===== config.mk =====
export PLATFORM = sky130hd
export DESIGN_NAME = mtc_builder_matched
export DESIGN_NICKNAME = d
export VERILOG_FILES = /design/src/rtl/mtc_builder_matched.sv
export SDC_FILE = /design/constraint.sdc
export NUM_CORES = 2
export LEC_CHECK = 0
export ABC_AREA = 0
export CELL_PAD_IN_SITES_DETAIL_PLACEMENT = 1
export CELL_PAD_IN_SITES_GLOBAL_PLACEMENT = 2
export CORE_ASPECT_RATIO = 1.1
export CORE_UTILIZATION = 40
export DETAILED_ROUTE_END_ITERATION = 8
export HOLD_SLACK_MARGIN = 0.08
export PLACE_DENSITY_LB_ADDON = 0.15
export SLEW_MARGIN = 20
export SYNTH_ARGS = -nofsm -noshare
export SYNTH_HDL_FRONTEND = slang
export SYNTH_SLANG_ARGS = --single-unit

===== constraint.sdc =====
create_clock -name clock -period 21.1 [get_ports clock]
set_input_delay 5.275 -clock clock [delete_from_list [all_inputs] [get_ports clock]]
set_output_delay 5.275 -clock clock [all_outputs]
set_load 0.02 [all_outputs]

===== src/rtl/mtc_builder_matched.sv =====
// MTC builder with per-thread candidate buffering: matches returning ptcalc results to
// busy SL candidates by MUID, applies timeouts and spreads finished packets round-robin over the output lanes.
module mtc_builder_matched #(
  parameter  int N_SL           = 3,
  parameter  int N_THREADS      = 3,
  parameter  int N_OUT          = 3,
  parameter  int FIFO_DEPTH     = 8,
  parameter  int TIMEOUT        = 64,
  parameter  int CNT_W          = 16,
  localparam int PL2MTC_LEN     = 46,
  localparam int PTCALC2MTC_LEN = 43,
  localparam int MTC2SL_LEN     = 81
) (
  input  logic                                      clock,
  input  logic                                      rst,
  input  logic [N_SL-1:0][PL2MTC_LEN-1:0]           slcpipeline,
  input  logic [N_THREADS-1:0][PTCALC2MTC_LEN-1:0]  ptcalc,
  output logic [N_OUT-1:0][MTC2SL_LEN-1:0]          mtc,
  output logic [CNT_W-1:0]                          drop_cnt,
  output logic [CNT_W-1:0]                          timeout_cnt,
  output logic [CNT_W-1:0]                          mismatch_cnt
);

  // Candidate: [45] valid, [44] busy, [43:40] process_ch, [39:0] common fields
  //   (common: [39:37] cointype, [36] charge, [35:32] ptthresh, [31:24] pt, [23:16] phi, [15:8] eta, [7:0] muid)
  // Ptcalc: [42] valid, [41:39] nseg, [38:37] quality, [36] charge, [35:32] ptthresh, [31:24] pt,
  //   [23:16] phi, [15:8] eta, [7:0] muid; [41:8] forms the MDT block copied into the packet
  // Packet: [80] valid, [79:78] reserved, [77:74] procflags, [73:40] MDT block, [39:0] common fields
  localparam int COM_W    = 40;
  localparam int MDT_W    = 34;
  localparam int PKT_W    = 4 + MDT_W + COM_W;
  localparam int NS       = N_THREADS + N_SL;
  localparam int SRC_W    = (NS > 1) ? $clog2(NS) : 1;
  localparam int TW       = (N_THREADS > 1) ? $clog2(N_THREADS) : 1;
  localparam int AW       = $clog2(FIFO_DEPTH);
  localparam int AGE_W    = $clog2(TIMEOUT);
  localparam int PL_VALID = 45;
  localparam int PL_BUSY  = 44;
  localparam int PT_VALID = 42;

  function automatic logic [3:0] proc_flags(input logic [2:0] cointype, input logic [3:0] sl_pth,
                                            input logic [7:0] pt, input logic [3:0] mdt_pth,
                                            input logic [2:0] nseg);
    if (pt != 8'd0 && mdt_pth >= sl_pth)   return 4'h1;
    else if (pt != 8'd0)                   return 4'h2;
    else if (cointype == 3'd0 && nseg == 3'd0) return 4'h4;
    else if (cointype == 3'd0 && nseg == 3'd1) return 4'h5;
    else if (nseg > 3'd2)                  return 4'h6;
    else                                   return 4'hF;
  endfunction

  function automatic logic [CNT_W-1:0] sat_add(input logic [CNT_W-1:0] a, input logic [7:0] inc);
    logic [CNT_W:0] sum;
    sum = {1'b0, a} + (CNT_W+1)'(inc);
    return sum[CNT_W] ? {CNT_W{1'b1}} : sum[CNT_W-1:0];
  endfunction

  logic [COM_W-1:0]                  r_fifo [N_THREADS][FIFO_DEPTH];
  logic [N_THREADS-1:0][AW-1:0]      r_rd;
  logic [N_THREADS-1:0][AW-1:0]      r_wr;
  logic [N_THREADS-1:0][AW:0]        r_cnt;
  logic [N_THREADS-1:0][AGE_W-1:0]   r_age;
  logic [NS-1:0]                     r_src_vld_p0;
  logic [NS-1:0][PKT_W-1:0]          r_src_pkt_p0;
  logic [SRC_W-1:0]                  r_rr;
  logic [N_OUT-1:0][MTC2SL_LEN-1:0]  r_mtc_p1;
  logic [CNT_W-1:0]                  r_drop_cnt;
  logic [CNT_W-1:0]                  r_timeout_cnt;
  logic [CNT_W-1:0]                  r_mismatch_cnt;

  logic [NS-1:0]                     w_gnt;
  logic [N_OUT-1:0][MTC2SL_LEN-1:0]  w_mtc_nxt;
  logic [SRC_W-1:0]                  w_rr_nxt;

  logic [N_THREADS-1:0][COM_W-1:0]   w_head;
  logic [N_THREADS-1:0][PKT_W-1:0]   w_tpkt;
  logic [N_THREADS-1:0]              w_empty, w_match, w_mism, w_tmo_evt, w_tfree;
  logic [N_THREADS-1:0]              w_tload, w_tdrop, w_tmo, w_pop;

  logic [N_SL-1:0]                   w_push, w_bload;
  logic [N_SL-1:0][TW-1:0]           w_push_t;
  logic [N_SL-1:0][AW-1:0]           w_push_slot;
  logic [N_SL-1:0][PKT_W-1:0]        w_bpkt;
  logic [N_THREADS-1:0][AW:0]        w_npush;
  logic [7:0]                        w_drop_inc, w_tmo_inc, w_mism_inc;

  // Stage p0 -> p1: round-robin grant of occupied source registers onto the lanes
  always_comb begin
    int k;
    int idx;
    k         = 0;
    idx       = 0;
    w_gnt     = '0;
    w_mtc_nxt = '0;
    w_rr_nxt  = r_rr;
    for (int i = 0; i < NS; i++) begin
      idx = int'(r_rr) + i;
      if (idx >= NS) idx = idx - NS;
      if (r_src_vld_p0[idx] && k < N_OUT) begin
        w_gnt[idx]   = 1'b1;
        w_mtc_nxt[k] = {1'b1, 2'b00, r_src_pkt_p0[idx]};
        k            = k + 1;
        w_rr_nxt     = (idx == NS - 1) ? '0 : SRC_W'(idx + 1);
      end
    end
  end

  // A source register may take a new packet if empty or being drained this cycle
  always_comb begin
    for (int t = 0; t < N_THREADS; t++) begin
      w_head[t]    = r_fifo[t][r_rd[t]];
      w_empty[t]   = (r_cnt[t] == '0);
      w_match[t]   = ptcalc[t][PT_VALID] && !w_empty[t] && (ptcalc[t][7:0] == w_head[t][7:0]);
      w_mism[t]    = ptcalc[t][PT_VALID] && !w_match[t];
      w_tmo_evt[t] = !w_empty[t] && !w_match[t] && (r_age[t] == AGE_W'(TIMEOUT - 1));
      w_tfree[t]   = !r_src_vld_p0[t] || w_gnt[t];
      w_tload[t]   = (w_match[t] || w_tmo_evt[t]) && w_tfree[t];
      w_tdrop[t]   = (w_match[t] || w_tmo_evt[t]) && !w_tfree[t];
      w_tmo[t]     = w_tmo_evt[t] && w_tfree[t];
      w_pop[t]     = w_tload[t];
      if (w_match[t])
        w_tpkt[t] = {proc_flags(w_head[t][39:37], w_head[t][35:32], ptcalc[t][31:24],
                                ptcalc[t][35:32], ptcalc[t][41:39]),
                     ptcalc[t][41:8], w_head[t]};
      else
        w_tpkt[t] = {4'hD, {MDT_W{1'b0}}, w_head[t]};
    end
    w_tmo_inc  = 8'($countones(w_tmo));
    w_mism_inc = 8'($countones(w_mism));
  end

  // Candidate routing; pushes into one FIFO are taken in ascending SL order
  always_comb begin
    int ndrop;
    int ch;
    ndrop       = 0;
    ch          = 0;
    w_push      = '0;
    w_bload     = '0;
    w_push_t    = '0;
    w_push_slot = '0;
    w_bpkt      = '0;
    w_npush     = '0;
    for (int t = 0; t < N_THREADS; t++)
      if (w_tdrop[t]) ndrop = ndrop + 1;
    for (int s = 0; s < N_SL; s++) begin
      ch = int'(slcpipeline[s][43:40]);
      if (slcpipeline[s][PL_VALID] && slcpipeline[s][PL_BUSY] && ch < N_THREADS) begin
        w_push_t[s] = TW'(ch);
        if (int'(w_npush[ch]) < FIFO_DEPTH - int'(r_cnt[ch]) + int'(w_pop[ch])) begin
          w_push[s]      = 1'b1;
          w_push_slot[s] = r_wr[ch] + w_npush[ch][AW-1:0];
          w_npush[ch]    = w_npush[ch] + (AW+1)'(1);
        end else begin
          ndrop = ndrop + 1;
        end
      end else if (slcpipeline[s][PL_VALID]) begin
        w_bpkt[s] = {(slcpipeline[s][PL_BUSY] ? 4'hE : 4'h0), {MDT_W{1'b0}},
                     slcpipeline[s][COM_W-1:0]};
        if (!r_src_vld_p0[N_THREADS+s] || w_gnt[N_THREADS+s]) w_bload[s] = 1'b1;
        else ndrop = ndrop + 1;
      end
    end
    w_drop_inc = 8'(ndrop);
  end

  always_ff @(posedge clock) begin
    if (rst) begin
      r_mtc_p1       <= '0;
      r_rr           <= '0;
      r_src_vld_p0   <= '0;
      r_src_pkt_p0   <= '0;
      r_rd           <= '0;
      r_wr           <= '0;
      r_cnt          <= '0;
      r_age          <= '0;
      r_drop_cnt     <= '0;
      r_timeout_cnt  <= '0;
      r_mismatch_cnt <= '0;
    end else begin
      r_mtc_p1 <= w_mtc_nxt;
      r_rr     <= w_rr_nxt;
      for (int i = 0; i < NS; i++)
        if (w_gnt[i]) r_src_vld_p0[i] <= 1'b0;
      for (int t = 0; t < N_THREADS; t++)
        if (w_tload[t]) begin
          r_src_vld_p0[t] <= 1'b1;
          r_src_pkt_p0[t] <= w_tpkt[t];
        end
      for (int s = 0; s < N_SL; s++)
        if (w_bload[s]) begin
          r_src_vld_p0[N_THREADS+s] <= 1'b1;
          r_src_pkt_p0[N_THREADS+s] <= w_bpkt[s];
        end
      for (int t = 0; t < N_THREADS; t++) begin
        r_rd[t]  <= r_rd[t] + AW'(w_pop[t]);
        r_wr[t]  <= r_wr[t] + w_npush[t][AW-1:0];
        r_cnt[t] <= r_cnt[t] + w_npush[t] - (AW+1)'(w_pop[t]);
        // Age restarts whenever a new candidate becomes head; a blocked head holds at the limit
        if (w_pop[t] || (w_empty[t] && w_npush[t] != '0))
          r_age[t] <= '0;
        else if (!w_empty[t] && r_age[t] != AGE_W'(TIMEOUT - 1))
          r_age[t] <= r_age[t] + AGE_W'(1);
        else if (w_empty[t])
          r_age[t] <= '0;
      end
      r_drop_cnt     <= sat_add(r_drop_cnt, w_drop_inc);
      r_timeout_cnt  <= sat_add(r_timeout_cnt, w_tmo_inc);
      r_mismatch_cnt <= sat_add(r_mismatch_cnt, w_mism_inc);
    end
  end

  always_ff @(posedge clock) begin
    for (int s = 0; s < N_SL; s++)
      if (w_push[s]) r_fifo[w_push_t[s]][w_push_slot[s]] <= slcpipeline[s][COM_W-1:0];
  end

  assign mtc          = r_mtc_p1;
  assign drop_cnt     = r_drop_cnt;
  assign timeout_cnt  = r_timeout_cnt;
  assign mismatch_cnt = r_mismatch_cnt;

endmodule

==> metrics.md <==
| Metric | Value |
|---|---|
| Clock slew at reported path FFs | `70 ps` |
| Power Density | `112 nW/µm²` |
| Pin count of the biggest net entering global routing | `172` |
| Layout cells sized above 1 | `22.4%` |
| CP max FO | `55` |
| Max incr delay on CP | `910 ps` |
| Initial antenna violation count | `58` |
| WL per Instance | `34.2 µm` |
| # DRC | `224` |
| Seq cells post-synth | `1,659` |
| Synth Flop Type | `edfxtp_1` |
| Initial Util | `40.3%` |
| Reg-to-reg critical path endpoint | `drop_cnt[15]` |
| Total setup buffers inserted after CTS | `0` |
| Crit Reg-Reg Startpoint | `r_rr[1]` |
| CP dominant cell by count | `ha_1` |
| Max cap viols | `0` |
| Sequential-to-total area share from yosys stat | `38.5%` |
| Die width | `505 µm` |
| Crit Path Category | `flop to flop` |
| Peak supply drop | `214 µV` |
| Minimum clock period | `18,900 ps` |
| Data arrival time of the worst path | `19,670 ps` |
| Critical Path End Type | `flop` |
| First-pass GRT wire length | `733,000 µm` |
| Cell count after synthesis | `11,600` |
| Gpl congestion | `0.921` |
| Die area | `280,000 µm²` |
| RSZ-0062 raised after global routing | `false` |
| Hold WS | `472 ps` |
| Fillers | `30,400` |
| Gr usage total | `35.8%` |
| Ys async rst share | `0%` |
| Worst-margin pin slew | `1310 ps` |
| Clk root buf | `clkbuf_16` |
| HP Start | `r_src_pkt_p0[256]` |
| Post-CTS Resized | `0` |
| Port Buffer Count | `553` |
| Relative slew margins | `9.85%` |
| Die height | `555 µm` |
| Fin. Hold Viols | `0` |
| # clock sinks | `1,659` |
| Fmax | `0.0529 GHz` |
| Synthesized area | `111,000 µm²` |
| Vias in the first global route | `98,500` |
| FF-to-FF path depth | `59` |
| Hold Crit Class | `flop to flop` |
| Final setup viols | `0` |
| Area of the core | `276,000 µm²` |
| Post-synth EDFFs | `960` |
| Row count | `202` |
| Final setup TNS | `0 ps` |
| Crit path launch type | `flop` |
| Fin nets | `11,700` |
| Leakage power | `41.0 nW` |
| Failing checks | `design-rule violations` |
| Detailed placement HPWL | `336,000 µm` |
| WL final | `519,000 µm` |
| Fin crit share | `89.6%` |
| Worst-skew pair later-pin latency | `940 ps` |
| Status | `finished with violations` |
| Worst Skew | `100 ps` |
| Required time of the critical path | `21,870 ps` |
| Reg2Reg Setup Slack | `2200 ps` |
| Worst Hold Path EP | `r_src_pkt_p0[256]` |
| Via/cell ratio | `6.49` |
| Slowest cell on the critical path | `nor3_1` |
| CTS Buffer Depth | `4` |
| IO Pins | `560` |
| Via count | `98,400` |
| Post-route antenna net violation count | `0` |
| DRT iter0 DRCs | `10,400` |
| Hold buffer count at cts | `0` |
| CTS tree | `built` |
| Yosys cell types | `91` |
| Synth warn | `0` |
| H-tree levels | `4` |
| Num CTS Buffers | `202` |
| Area Overhead vs Synth | `11.6%` |
| Drt first pass iters | `9` |
| Final max-slew violation count | `0` |
| Syn Area/Cell | `9.58 µm²` |
| Hold depth | `2` |
| Grt ovf | `0` |
## where the power goes
part | switching, mW | total, mW | internal, mW
registers | 0.0966 | 3.65 | 3.56
clock network | 1.48 | 3.41 | 1.93
logic | 4.93 | 6.82 | 1.90
## critical path: cells and delay by family (launching register included)
kind,cells,cell delay (ps)
mux,5,1550
buf+inv,9,3150
simple gates,16,4420
flops,1,670
xor+xnor,1,150
compound gates,19,5690
fa+ha+maj,9,3060
## stage by stage
step / setup WS, ps / utilization (%) / total power, mW / std cells / cell area (µm²)
floorplan: 5140 / - / 7.81 / 11600 / 111000
global placement: 3350 / 42.7 / 10.2 / 14800 / 118000
detailed placement: 2570 / 42.7 / 10.4 / 14800 / 118000
CTS: 2550 / 45.0 / 13.7 / 15100 / 124000
global route: 1310 / 45.0 / 14.3 / 15200 / 124000
finish: 2200 / 45.0 / 13.9 / 15200 / 124000
## synthesized netlist by cell type (20+ instances only)
| master | n | area share [%] |
|---|---|---|
| mux2i_1 | 1535 | 14 |
| mux2_2 | 126 | 1.3 |
| nand2_1 | 997 | 3.4 |
| nor3_1 | 173 | 0.78 |
| nor2b_1 | 34 | 0.19 |
| o21ai_0 | 376 | 1.7 |
| nand3_1 | 105 | 0.47 |
| a31oi_1 | 93 | 0.52 |
| a21o_1 | 27 | 0.18 |
| edfxtp_1 | 960 | 26 |
| buf_1 | 215 | 0.73 |
| nor2_1 | 1028 | 3.5 |
| dfxtp_1 | 699 | 13 |
| o211ai_1 | 161 | 1.1 |
| a221oi_1 | 45 | 0.35 |
| mux4_2 | 241 | 4.9 |
| ha_1 | 111 | 1.2 |
| xor2_1 | 24 | 0.19 |
| o22ai_1 | 257 | 1.4 |
| buf_6 | 164 | 1.7 |
| a21oi_2 | 711 | 5.6 |
| inv_1 | 99 | 0.33 |
| xnor2_1 | 85 | 0.67 |
| or3_1 | 61 | 0.34 |
| a211oi_1 | 381 | 2.6 |
| and3_1 | 40 | 0.22 |
| and2_1 | 20 | 0.11 |
| a311oi_1 | 76 | 0.60 |
| nand2b_1 | 25 | 0.14 |
| buf_2 | 90 | 0.40 |
| clkbuf_1 | 903 | 3.0 |
| o31ai_1 | 45 | 0.30 |
| a21oi_1 | 617 | 2.8 |
| nor2_2 | 695 | 3.9 |
| o221ai_1 | 49 | 0.39 |
| a22o_1 | 104 | 0.82 |
| o32ai_1 | 36 | 0.28 |
## layout by cell type (no fill, tap or decap), types with 45 or more instances in the layout
cell and count:
mux2i_1 1528, buf_4 296, clkbuf_1 53, nor2_2 695, a311oi_1 76, mux4_2 241
a22o_1 103, nand2_1 975, mux2_2 126, a21oi_2 711, a31oi_1 93, o31ai_1 45
nor2_1 997, dfxtp_1 689, a21oi_1 615, o22ai_1 257, o211ai_1 161, edfxtp_1 960
inv_1 95, clkdlybuf4s50_1 511, or3_1 47, ha_1 109, nor3_1 173, a211oi_1 378
xnor2_1 81, clkbuf_16 204, a221oi_1 45, nand3_1 99, o21ai_0 376
## registers in the layout (all words and copies together) (netlist names), 9 cells and up
name / flops
mtc: 237
timeout_cnt: 16
mismatch_cnt: 16
r_fifo: 960
r_src_pkt_p0: 357
r_rd: 9
r_wr: 9
r_age: 18
r_cnt: 12
drop_cnt: 16
## kinds of logic (layout without fill, tap and decap cells)
logic type               after synthesis  count (layout)  share of synthesized area (%)
adder cells (fa/ha/maj)              125             125                           1.50
flip-flops                          1659            1659                           38.5
AO/OA/AOI/OAI                       3062            3062                           19.3
buffers and inverters               1486            1320                           6.25
multiplexers                        1902            1902                           20.0
AND/OR/NAND/NOR                     3274            3274                           13.7
other                                  1              41                        0.00337
XOR/XNOR                             109             109                          0.858
## layer usage
| metal | wire [µm] | part of all wire [%] | track usage (%) |
|---|---|---|---|
| met3 | 41700 | 8.0 | 5.99 |
| met5 | 158 | 0.030 | 0 |
| met4 | 23800 | 4.6 | 16.2 |
| met1 | 215000 | 41 | 47.1 |
| met2 | 238000 | 46 | 57.4 |
## worst max-delay path by stage
stage               startpoint           end  slack, ps  cells past startpoint
finish                 r_rr[1]  drop_cnt[15]       2200                     59
detailed placement     r_rr[1]  drop_cnt[15]       2570                     59
CTS                    r_rr[1]  drop_cnt[15]       2550                     59
global placement       r_rr[1]  drop_cnt[15]       3350                     60
floorplan              r_rr[0]  drop_cnt[10]       5140                     67
global route           r_rr[1]  drop_cnt[15]       1310                     60
## final cells by class
class / instances / area, µm² / area share [%]
diodes: 34 / 85.1 / 0.0685
multi-input cells: 8479 / 62400 / 50.2
clock buffers: 275 / 5530 / 4.46
clock inverters: 85 / 667 / 0.537
flip-flops and latches: 1659 / 42900 / 34.5
repair buffers: 855 / 7650 / 6.16
inverters: 105 / 400 / 0.322
well taps: 3672 / 4590 / 3.70
Power figures use the tool's default switching activity.
